$ cat config.mk
export PLATFORM = sky130hd
export DESIGN_NAME = uart_pkt_ctrl
export DESIGN_NICKNAME = d
export VERILOG_FILES = /design/src/rtl/uart_pkt_ctrl.sv
export SDC_FILE = /design/constraint.sdc
export NUM_CORES = 1
export LEC_CHECK = 0
export BUFFER_PORTS_ARGS = -buffer_cell sky130_fd_sc_hd__buf_2
export CORE_MARGIN = 1.5
export CORE_UTILIZATION = 40
export CTS_CLUSTER_DIAMETER = 80
export DETAILED_ROUTE_END_ITERATION = 16
export HOLD_SLACK_MARGIN = 0.08
export PLACE_DENSITY = 0.61
export SLEW_MARGIN = 15
export SYNTH_ARGS = -nofsm -noshare
export SYNTH_HDL_FRONTEND = slang
export SYNTH_SLANG_ARGS = --single-unit
$ cat constraint.sdc
create_clock -name clk_i -period 3.7 [get_ports clk_i]
set_clock_uncertainty 0.1 [all_clocks]
set_input_delay 0.555 -clock clk_i [delete_from_list [all_inputs] [get_ports clk_i]]
set_output_delay 0.555 -clock clk_i [all_outputs]
set_load 0.05 [all_outputs]
$ cat src/rtl/uart_pkt_ctrl.sv
// UART packet controller: parses opcode/len headers, echoes (0xEC), sums LE words (0xA0) or drains.
// Optional idle-receive abort compiled in with UART_PKT_TIMEOUT_EN.
module uart_pkt_ctrl #(
  parameter logic [31:0] TIMEOUT_CYC = 32'd100000
) (
  input  logic       clk_i,
  input  logic       rst_i,
  input  logic [7:0] rx_tdata_i,
  input  logic       rx_tvalid_i,
  output logic       rx_tready_o,
  output logic [7:0] tx_tdata_o,
  output logic       tx_tvalid_o,
  input  logic       tx_tready_i,
  output logic       busy_o,
  output logic       err_o
);

  typedef enum logic [2:0] {
    S_IDLE, S_RSV, S_LEN_LO, S_LEN_HI, S_ECHO, S_ADD_RX, S_DRAIN, S_ADD_TX
  } state_e;

  state_e      state_q, state_d;
  logic [7:0]  op_q, op_d;
  logic [7:0]  len_lo_q, len_lo_d;
  logic [15:0] rem_q, rem_d;
  logic [31:0] acc_q, acc_d;
  logic [23:0] word_q, word_d;
  logic [1:0]  bidx_q, bidx_d;
  logic [1:0]  tidx_q, tidx_d;

  logic        rx_fire, tx_fire;
  logic [15:0] len_full, pay_len;

  // ECHO couples the two streams so a stalled transmitter stalls the receiver
  assign rx_tready_o = (state_q == S_ADD_TX) ? 1'b0 :
                       (state_q == S_ECHO)   ? tx_tready_i : 1'b1;
  assign tx_tvalid_o = (state_q == S_ADD_TX) ? 1'b1 :
                       (state_q == S_ECHO)   ? rx_tvalid_i : 1'b0;
  assign tx_tdata_o  = (state_q == S_ADD_TX) ? acc_q[{tidx_q, 3'b000} +: 8] :
                       (state_q == S_ECHO)   ? rx_tdata_i : 8'h00;
  assign busy_o      = (state_q != S_IDLE);
  assign rx_fire     = rx_tvalid_i & rx_tready_o;
  assign tx_fire     = tx_tvalid_o & tx_tready_i;
  assign len_full    = {rx_tdata_i, len_lo_q};
  assign pay_len     = (len_full < 16'd4) ? 16'd0 : len_full - 16'd4;

`ifdef UART_PKT_TIMEOUT_EN
  logic [31:0] to_q, to_d;
`else
  logic unused_timeout_cfg;
  assign unused_timeout_cfg = ^TIMEOUT_CYC;
`endif

  always_comb begin
    state_d  = state_q;
    op_d     = op_q;
    len_lo_d = len_lo_q;
    rem_d    = rem_q;
    acc_d    = acc_q;
    word_d   = word_q;
    bidx_d   = bidx_q;
    tidx_d   = tidx_q;
    err_o    = 1'b0;
    case (state_q)
      S_IDLE: if (rx_fire) begin
        op_d    = rx_tdata_i;
        acc_d   = 32'd0;
        bidx_d  = 2'd0;
        tidx_d  = 2'd0;
        state_d = S_RSV;
      end
      S_RSV: if (rx_fire) state_d = S_LEN_LO;
      S_LEN_LO: if (rx_fire) begin
        len_lo_d = rx_tdata_i;
        state_d  = S_LEN_HI;
      end
      S_LEN_HI: if (rx_fire) begin
        rem_d = pay_len;
        if (op_q == 8'hEC) begin
          state_d = (pay_len == 16'd0) ? S_IDLE : S_ECHO;
        end else if (op_q == 8'hA0) begin
          state_d = (pay_len == 16'd0) ? S_ADD_TX : S_ADD_RX;
        end else begin
          err_o   = 1'b1;
          state_d = (pay_len == 16'd0) ? S_IDLE : S_DRAIN;
        end
      end
      S_ECHO, S_DRAIN: if (rx_fire) begin
        rem_d = rem_q - 16'd1;
        if (rem_q == 16'd1) state_d = S_IDLE;
      end
      S_ADD_RX: if (rx_fire) begin
        rem_d  = rem_q - 16'd1;
        bidx_d = bidx_q + 2'd1;
        word_d = {rx_tdata_i, word_q[23:8]};
        // Fourth byte completes the operand; partial trailing groups never reach the adder
        if (bidx_q == 2'd3) acc_d = acc_q + {rx_tdata_i, word_q};
        if (rem_q == 16'd1) state_d = S_ADD_TX;
      end
      S_ADD_TX: if (tx_fire) begin
        tidx_d = tidx_q + 2'd1;
        if (tidx_q == 2'd3) state_d = S_IDLE;
      end
      default: state_d = S_IDLE;
    endcase
`ifdef UART_PKT_TIMEOUT_EN
    to_d = 32'd0;
    if (state_q != S_IDLE && state_q != S_ADD_TX && !rx_fire) begin
      if (to_q == TIMEOUT_CYC - 32'd1) begin
        state_d = S_IDLE;
        err_o   = 1'b1;
      end else begin
        to_d = to_q + 32'd1;
      end
    end
`endif
  end

  always_ff @(posedge clk_i or posedge rst_i) begin
    if (rst_i) begin
      state_q  <= S_IDLE;
      op_q     <= 8'h00;
      len_lo_q <= 8'h00;
      rem_q    <= 16'd0;
      acc_q    <= 32'd0;
      word_q   <= 24'd0;
      bidx_q   <= 2'd0;
      tidx_q   <= 2'd0;
    end else begin
      state_q  <= state_d;
      op_q     <= op_d;
      len_lo_q <= len_lo_d;
      rem_q    <= rem_d;
      acc_q    <= acc_d;
      word_q   <= word_d;
      bidx_q   <= bidx_d;
      tidx_q   <= tidx_d;
    end
  end

`ifdef UART_PKT_TIMEOUT_EN
  always_ff @(posedge clk_i or posedge rst_i) begin
    if (rst_i) to_q <= 32'd0;
    else       to_q <= to_d;
  end
`endif

endmodule

==> flow_summary.toml, run 1 <==
[status]
status = "complete, no violations"

[grt]
antenna_found_initial = 0
grt_pass1_vias = 5421
grt_max_degree = 66
grt_pass1_wl_microns = 27900
overflow = 0
grt_util_all_layers_pct = 21.7

[critical_path]
critical_path_peak_fanout = 4
critPathLaunchType = "flip-flop"
cp-end-kind = "flip-flop"
worstPathRequired_ns = 3.82
path_class = "flip-flop to flip-flop"
worst_ep_arrival_time_ns = 3.25

[pwr]
ir_drop_mv = 0.314
swShare_pct = 39.4
powerDensity_nw_per_um2 = 646
power_leakage_nw = 3.16
p_int_w = 0.00275
power_switching_w = 0.00178
power_frac_seq_pct = 37.7
clkPwrFrac_pct = 25.5
p_comb_share_pct = 36.8

[synth]
synth_fp_nets = 778
yosysTopAreaCellShare_pct = 37.5
yosysUniqueCellTypes = 71
avgSynthCellArea_sq_um = 8.71
ys_warn_count = 0
synth_top_area_cell = "dfrtp_1"
syn_inst = 728
synth_edf_count = 0
synth_area_leaders = "dfrtp_1 38%, nand2_1 8.4%, ha_1 7.3%"
async_flop_share_pct = 100
synth_area_sq_um = 6340
synth_seq_cells = 95
yosysSeqAreaShare_pct = 37.5
ys.flop_type = "dfrtp_1"

[cts]
clk_pin_slew_ns = 0.07
cts-root-buf = "clkbuf_16"
cts.sinks = 95
cts_tree = "done"
clk_path_buf_depth = 2
cts_resized = 0
cts_setup_buffers = 0
clkLatencyLatePin_ns = 0.35
cts_max_level = 3
cts_made_buffers = 9
hold_buffers = 0

[timing]
fmax_mhz = 320
timing.final.crit_share_pct = 84.5
maxSlewViolCount = 0
relSlewSlack_pct = 42.0
hold_slack_ns = 0.254
finalSetupViolCount = 0
worst_pin_slew_ns = 0.858
hold_viol = 0
rsz0062_at_grt = "false"
tns_ns = 0
finalCriticalPeriod_ns = 3.13

[placement]
gp_congestion = 0.878
portBuffers = 23
dpl_cell_area_sq_um = 6650
dp_hpwl_microns = 12200

[cells_and_area]
antennaDiodeCount = 0
mostFrequentLayoutCell = "nand2_1"
final_cell_area_sq_um = 7020
final_cell_mix = "142 x nand2_1, 95 x dfrtp_1, 60 x o21ai_0, 47 x nor2_1, 44 x a21oi_1"
fin_nets = 786
drive_gt1_share_pct = 12.3
area_delta_synth_final_pct = 10.8

[route]
route.detailed.drc = 0
routed_wl_microns = 16800
post_drt_wl_per_cell_microns = 17.7
drtIter0Drc = 351
first_pass_iters = 5
vias_per_cell = 5.71
postRouteAntennaNets = 0
vias = 5436

[die]
start_util_pct = 41.4
die_w_microns = 129
pin_count = 24
dieHeight_microns = 129
core_sq_um = 15300
dieArea_sq_um = 16600
num_rows = 45

[flow_run]
max_cap_viol_count = 0

[min_path]
hp-class = "input port to async pin"
worst max-delay path, stage by stage (launching register included):
cell      delay (ns)
dfrtp_1         0.40
inv_1           0.10
ha_1            0.19
nand2b_1        0.08
nor4_1          0.37
nand2_1         0.21
nor4_2          0.32
nand2_1         0.24
o21ai_0         0.16
nand3_1         0.13
nor2_1          0.12
ha_1            0.24
nand2_1         0.06
a21oi_1         0.07
o21ai_0         0.14
o21ai_0         0.10
state kept, by name (all words and copies together), names as in the netlist:
name	cells
acc_q	32
word_q	24
rem_q	16
len_lo_q	8
op_q	8
state_q	3
bidx_q	2
tidx_q	2
per-layer routing:
layer / wire, microns / vias to the layer above / GRT usage [%]
met3: 798 / 33 / 3.58
met5: 0 / - / 0
met2: 7490 / 156 / 34.1
li1: - / 2617 / -
met4: 409 / 0 / 8.06
met1: 8130 / 2630 / 30.2
cell type report:
class | instances | area (sq um)
fillers | 1505 | 8290
multi-input cells | 581 | 3760
flip-flops and latches | 95 | 2380
well taps | 211 | 264
clock buffers | 9 | 225
repair buffers | 32 | 183
clock inverters | 7 | 144
inverters | 17 | 66.3
synth_stat cells (all sizes together), types with 2 or more instances:
master / n
a211o: 2
a211oi: 6
a21o: 14
a21oi: 45
a22o: 6
a22oi: 10
a31oi: 5
and2: 4
buf: 9
clkbuf: 26
dfrtp: 95
ha: 37
inv: 17
mux2: 14
mux2i: 3
mux4: 8
nand2: 142
nand2b: 7
nand3: 17
nand3b: 6
nand4: 5
nor2: 48
nor2b: 17
nor3: 19
nor4: 6
nor4b: 2
o211ai: 4
o21a: 2
o21ai: 71
o21bai: 3
o22ai: 4
o311ai: 2
o31ai: 7
o32a: 3
o32ai: 2
or3: 8
or4: 2
xnor2: 18
xor2: 15
worst paths after layout:
kind / start / slack [ns] / to / cells after the start
min: rst_i / 0.25 / word_q[2] / 2
min reg2reg: word_q[4] / 0.40 / word_q[4] / 2
min in group clk_i: word_q[4] / 0.40 / word_q[4] / 2
max reg2reg: len_lo_q[2] / 0.57 / state_q[1] / 15
max in group asynchronous: rst_i / 2.46 / acc_q[11] / 3
max: len_lo_q[2] / 0.57 / state_q[1] / 15
per-stage QoR:
step	instances	utilization [%]	power [W]	setup WS (ns)
finish	952	45.8	0.00453	0.575
global route	952	45.8	0.00484	0.140
detailed placement	936	43.4	0.00338	0.638
global placement	936	43.4	0.00333	0.735
floorplan	728	-	0.00295	0.568
CTS	952	45.8	0.00455	0.603
power groups by stage:
stage | registers (W) | logic [W] | clock network [W]
finish | 0.00171 | 0.00167 | 0.00116
global route | 0.00176 | 0.00186 | 0.00122
CTS | 0.00170 | 0.00167 | 0.00118
detailed placement | 0.00172 | 0.00166 | 0
global placement | 0.00171 | 0.00162 | 0
floorplan | 0.00158 | 0.00137 | 0
logic make-up after synthesis:
group | synth area share (%)
DFF | 37.5
buffers and inverters | 3.22
xor gates and xnor gates | 4.56
muxes | 5.80
and+or+nand+nor | 21.5
AOI/OAI and AO/OA | 19.8
adders and majority gates | 7.62
No activity file was read; power rests on OpenSTA's default activity.
==> run 2: changes to the inputs <==
--- a/config.mk
+++ b/config.mk
@@ -5,13 +5,14 @@
 export SDC_FILE = /design/constraint.sdc
 export NUM_CORES = 1
 export LEC_CHECK = 0
+export ABC_AREA = 1
 export BUFFER_PORTS_ARGS = -buffer_cell sky130_fd_sc_hd__buf_2
 export CORE_MARGIN = 1.5
 export CORE_UTILIZATION = 40
 export CTS_CLUSTER_DIAMETER = 80
 export DETAILED_ROUTE_END_ITERATION = 16
 export HOLD_SLACK_MARGIN = 0.08
-export PLACE_DENSITY = 0.61
+export PLACE_DENSITY = 0.63
 export SLEW_MARGIN = 15
 export SYNTH_ARGS = -nofsm -noshare
 export SYNTH_HDL_FRONTEND = slang
==> constraint.sdc (replaced) <==
create_clock -name clk_i -period 2.8 [get_ports clk_i]
set_clock_uncertainty 0.1 [all_clocks]
set_input_delay 0.42 -clock clk_i [delete_from_list [all_inputs] [get_ports clk_i]]
set_output_delay 0.42 -clock clk_i [all_outputs]
set_load 0.05 [all_outputs]
==> flow_summary.toml, run 2 <==
[timing]
finalSetupViolCount = 0
tns_ns = 0
timing.final.crit_share_pct = 93.9
maxSlewViolCount = 0
rsz0062_at_grt = "false"
hold_viol = 0
setup_slack_ns = 0.170
worst_pin_slew_ns = 0.694
finalCriticalPeriod_ns = 2.63
fmax_mhz = 380
relSlewSlack_pct = 53.7

[route]
vias_per_cell = 5.29
vias = 6749
first_pass_iters = 5
post_drt_wl_per_cell_microns = 16.0
postRouteAntennaNets = 0
drtIter0Drc = 582
routed_wl_microns = 20500
route.detailed.drc = 0

[die]
pin_count = 24
core_sq_um = 17200
start_util_pct = 40.6
num_rows = 48
dieHeight_microns = 135
dieArea_sq_um = 18200
die_w_microns = 135

[cells_and_area]
drive_gt1_share_pct = 8.75
area_delta_synth_final_pct = 9.70
fin_nets = 1096
final_cell_mix = "305 x nand2_1, 106 x inv_1, 98 x o21ai_0, 95 x nor2_1, 94 x dfrtp_1"
fillCellCount = 1828
top_register = "acc_q"
top_regs = "acc_q (32), word_q (24), rem_q (16)"
largest_reg_flops = 32
mostFrequentLayoutCell = "nand2_1"
antennaDiodeCount = 0

[grt]
grt_util_all_layers_pct = 23.2
grt_pass1_wl_microns = 32500
grt_max_degree = 39
grt_pass1_vias = 6224
antenna_found_initial = 0
overflow = 0

[synth]
ys.flop_type = "dfrtp_1"
async_flop_share_pct = 100
yosys-top-cells-count = "305 x nand2_1, 107 x inv_1, 98 x o21ai_0, 95 x dfrtp_1, 95 x nor2_1"
synth_fp_nets = 1073
avgSynthCellArea_sq_um = 6.82
synth_area_sq_um = 6980
synth_edf_count = 0
yosysUniqueCellTypes = 51
synth_top_area_cell = "dfrtp_1"
yosysSeqAreaShare_pct = 34.1
synth_area_leaders = "dfrtp_1 34%, nand2_1 16%, o21ai_0 7.0%"
synth_seq_cells = 95
syn_inst = 1023
ys_warn_count = 0
yosysMostFrequentCell = "nand2_1"
yosysTopAreaCellShare_pct = 34.1

[critical_path]
path_class = "flip-flop to output pin"
worst_ep_arrival_time_ns = 2.11
r2r-end = "state_q[1]"
r2r_setup_slack_ns = 0.26
startpoint = "state_q[1]"
worstPathRequired_ns = 2.28
cp-end-kind = "output pin"
critPathLaunchType = "flip-flop"
reg2regPathDepth = 15
r2r_start = "len_lo_q[2]"
critical_path_peak_fanout = 10
endpoint = "tx_tdata_o[6]"

[cts]
cts_setup_buffers = 0
cts_max_level = 3
clkLatencyLatePin_ns = 0.36
clk_path_buf_depth = 2
cts_tree = "done"
cts.sinks = 95
clk_pin_slew_ns = 0.07
cts-root-buf = "clkbuf_16"
cts_made_buffers = 9

[placement]
gp_congestion = 0.958
post-place-ws_ns = 0.278
dp_hpwl_microns = 16000
portBuffers = 23

[pwr]
powerDensity_nw_per_um2 = 751
power_leakage_nw = 3.83
ir_drop_mv = 0.449

[min_path]
hp-class = "input port to flip-flop"

[status]
status = "complete, no violations"

[flow_run]
max_cap_viol_count = 0
## run 2: cell types whose count changed in the layout (fill, tap and decap cells not counted), moves of 10 or more
| cell | delta |
|---|---|
| nand2_1 | +163 |
| inv_1 | +91 |
| nand3_1 | +63 |
| nor2_1 | +48 |
| o21ai_0 | +38 |
| a21oi_1 | +21 |
| nor2b_1 | -16 |
| mux2_2 | -14 |
| xnor2_1 | -14 |
| nand2_2 | +11 |
| a21o_1 | -10 |
| a22oi_1 | -10 |
## run 2: where the power goes
part | switching (W) | internal [W] | total, W
combinational | 0.00164 | 0.000757 | 0.00240
sequential | 0.000371 | 0.00176 | 0.00213
clock | 0.000592 | 0.000631 | 0.00122
total | 0.00260 | 0.00314 | 0.00575
## run 2: what timing repair did
action,CTS,global route
hold buffers,1,0
endpoints found under the hold margin,25,0
setup endpoints to repair,0,2
resized for setup,0,3
## run 2: per-stage QoR
stage          std cells  hold WS (ns)  area [sq um]  power (W)  utilization, %
2_1_floorplan       1023         0.344          6980    0.00388               -
3_3_place_gp        1259         0.358          7360    0.00450            42.8
3_5_place_dp        1259         0.374          7360    0.00453            42.8
4_1_cts             1276         0.246          7650    0.00575            44.5
5_1_grt             1276         0.261          7650    0.00619            44.6
6_report            1276         0.251          7650    0.00575            44.6
## run 2: metal layers
metal  vias to the layer above  track usage (%)  wire length (microns)  share of wire, %
met2                       169             37.3                   9400                46
met4                         0             6.45                    393               1.9
met5                         -                0                      0                 0
li1                       3395                -                      -                 -
met3                        28             3.38                   1050               5.1
met1                      3157             32.5                   9630                47
## run 2: cells by family after synthesis
family                   after synthesis  share of synthesized area (%)
XOR/XNOR                              11                           1.38
AO/OA/AOI/OAI                        214                           17.2
flip-flops                            95                           34.1
AND/OR/NAND/NOR                      528                           32.3
adder cells (fa/ha/maj)               38                           6.92
buffers and inverters                137                           8.18
## run 2: worst min-delay path by stage
stage | start | end | cells past startpoint
2_1_floorplan | op_q[0] | op_q[0] | 2
5_1_grt | tx_tready_i | tidx_q[1] | 3
3_3_place_gp | op_q[0] | op_q[0] | 2
4_1_cts | tx_tready_i | tidx_q[1] | 3
6_report | tx_tready_i | tidx_q[1] | 3
3_5_place_dp | op_q[5] | op_q[5] | 2
## run 2: area by class of cell
class	instances	area, sq um	share of cell area [%]
Clock buffer	10	239	3.12
Multi-Input combinational cell	791	4030	52.6
Inverter	116	447	5.84
Timing Repair Buffer	33	235	3.07
Tap cell	225	282	3.68
Sequential cell	95	2380	31.1
Clock inverter	6	43.8	0.572
## run 2: worst max-delay path: stages, from the launching register on
cell and delay [ns]:
dfrtp_2 0.45, nand2_2 0.12, nor2_4 0.26, inv_2 0.14, a221o_1 0.27, o21ai_0 0.17
clkbuf_4 0.33
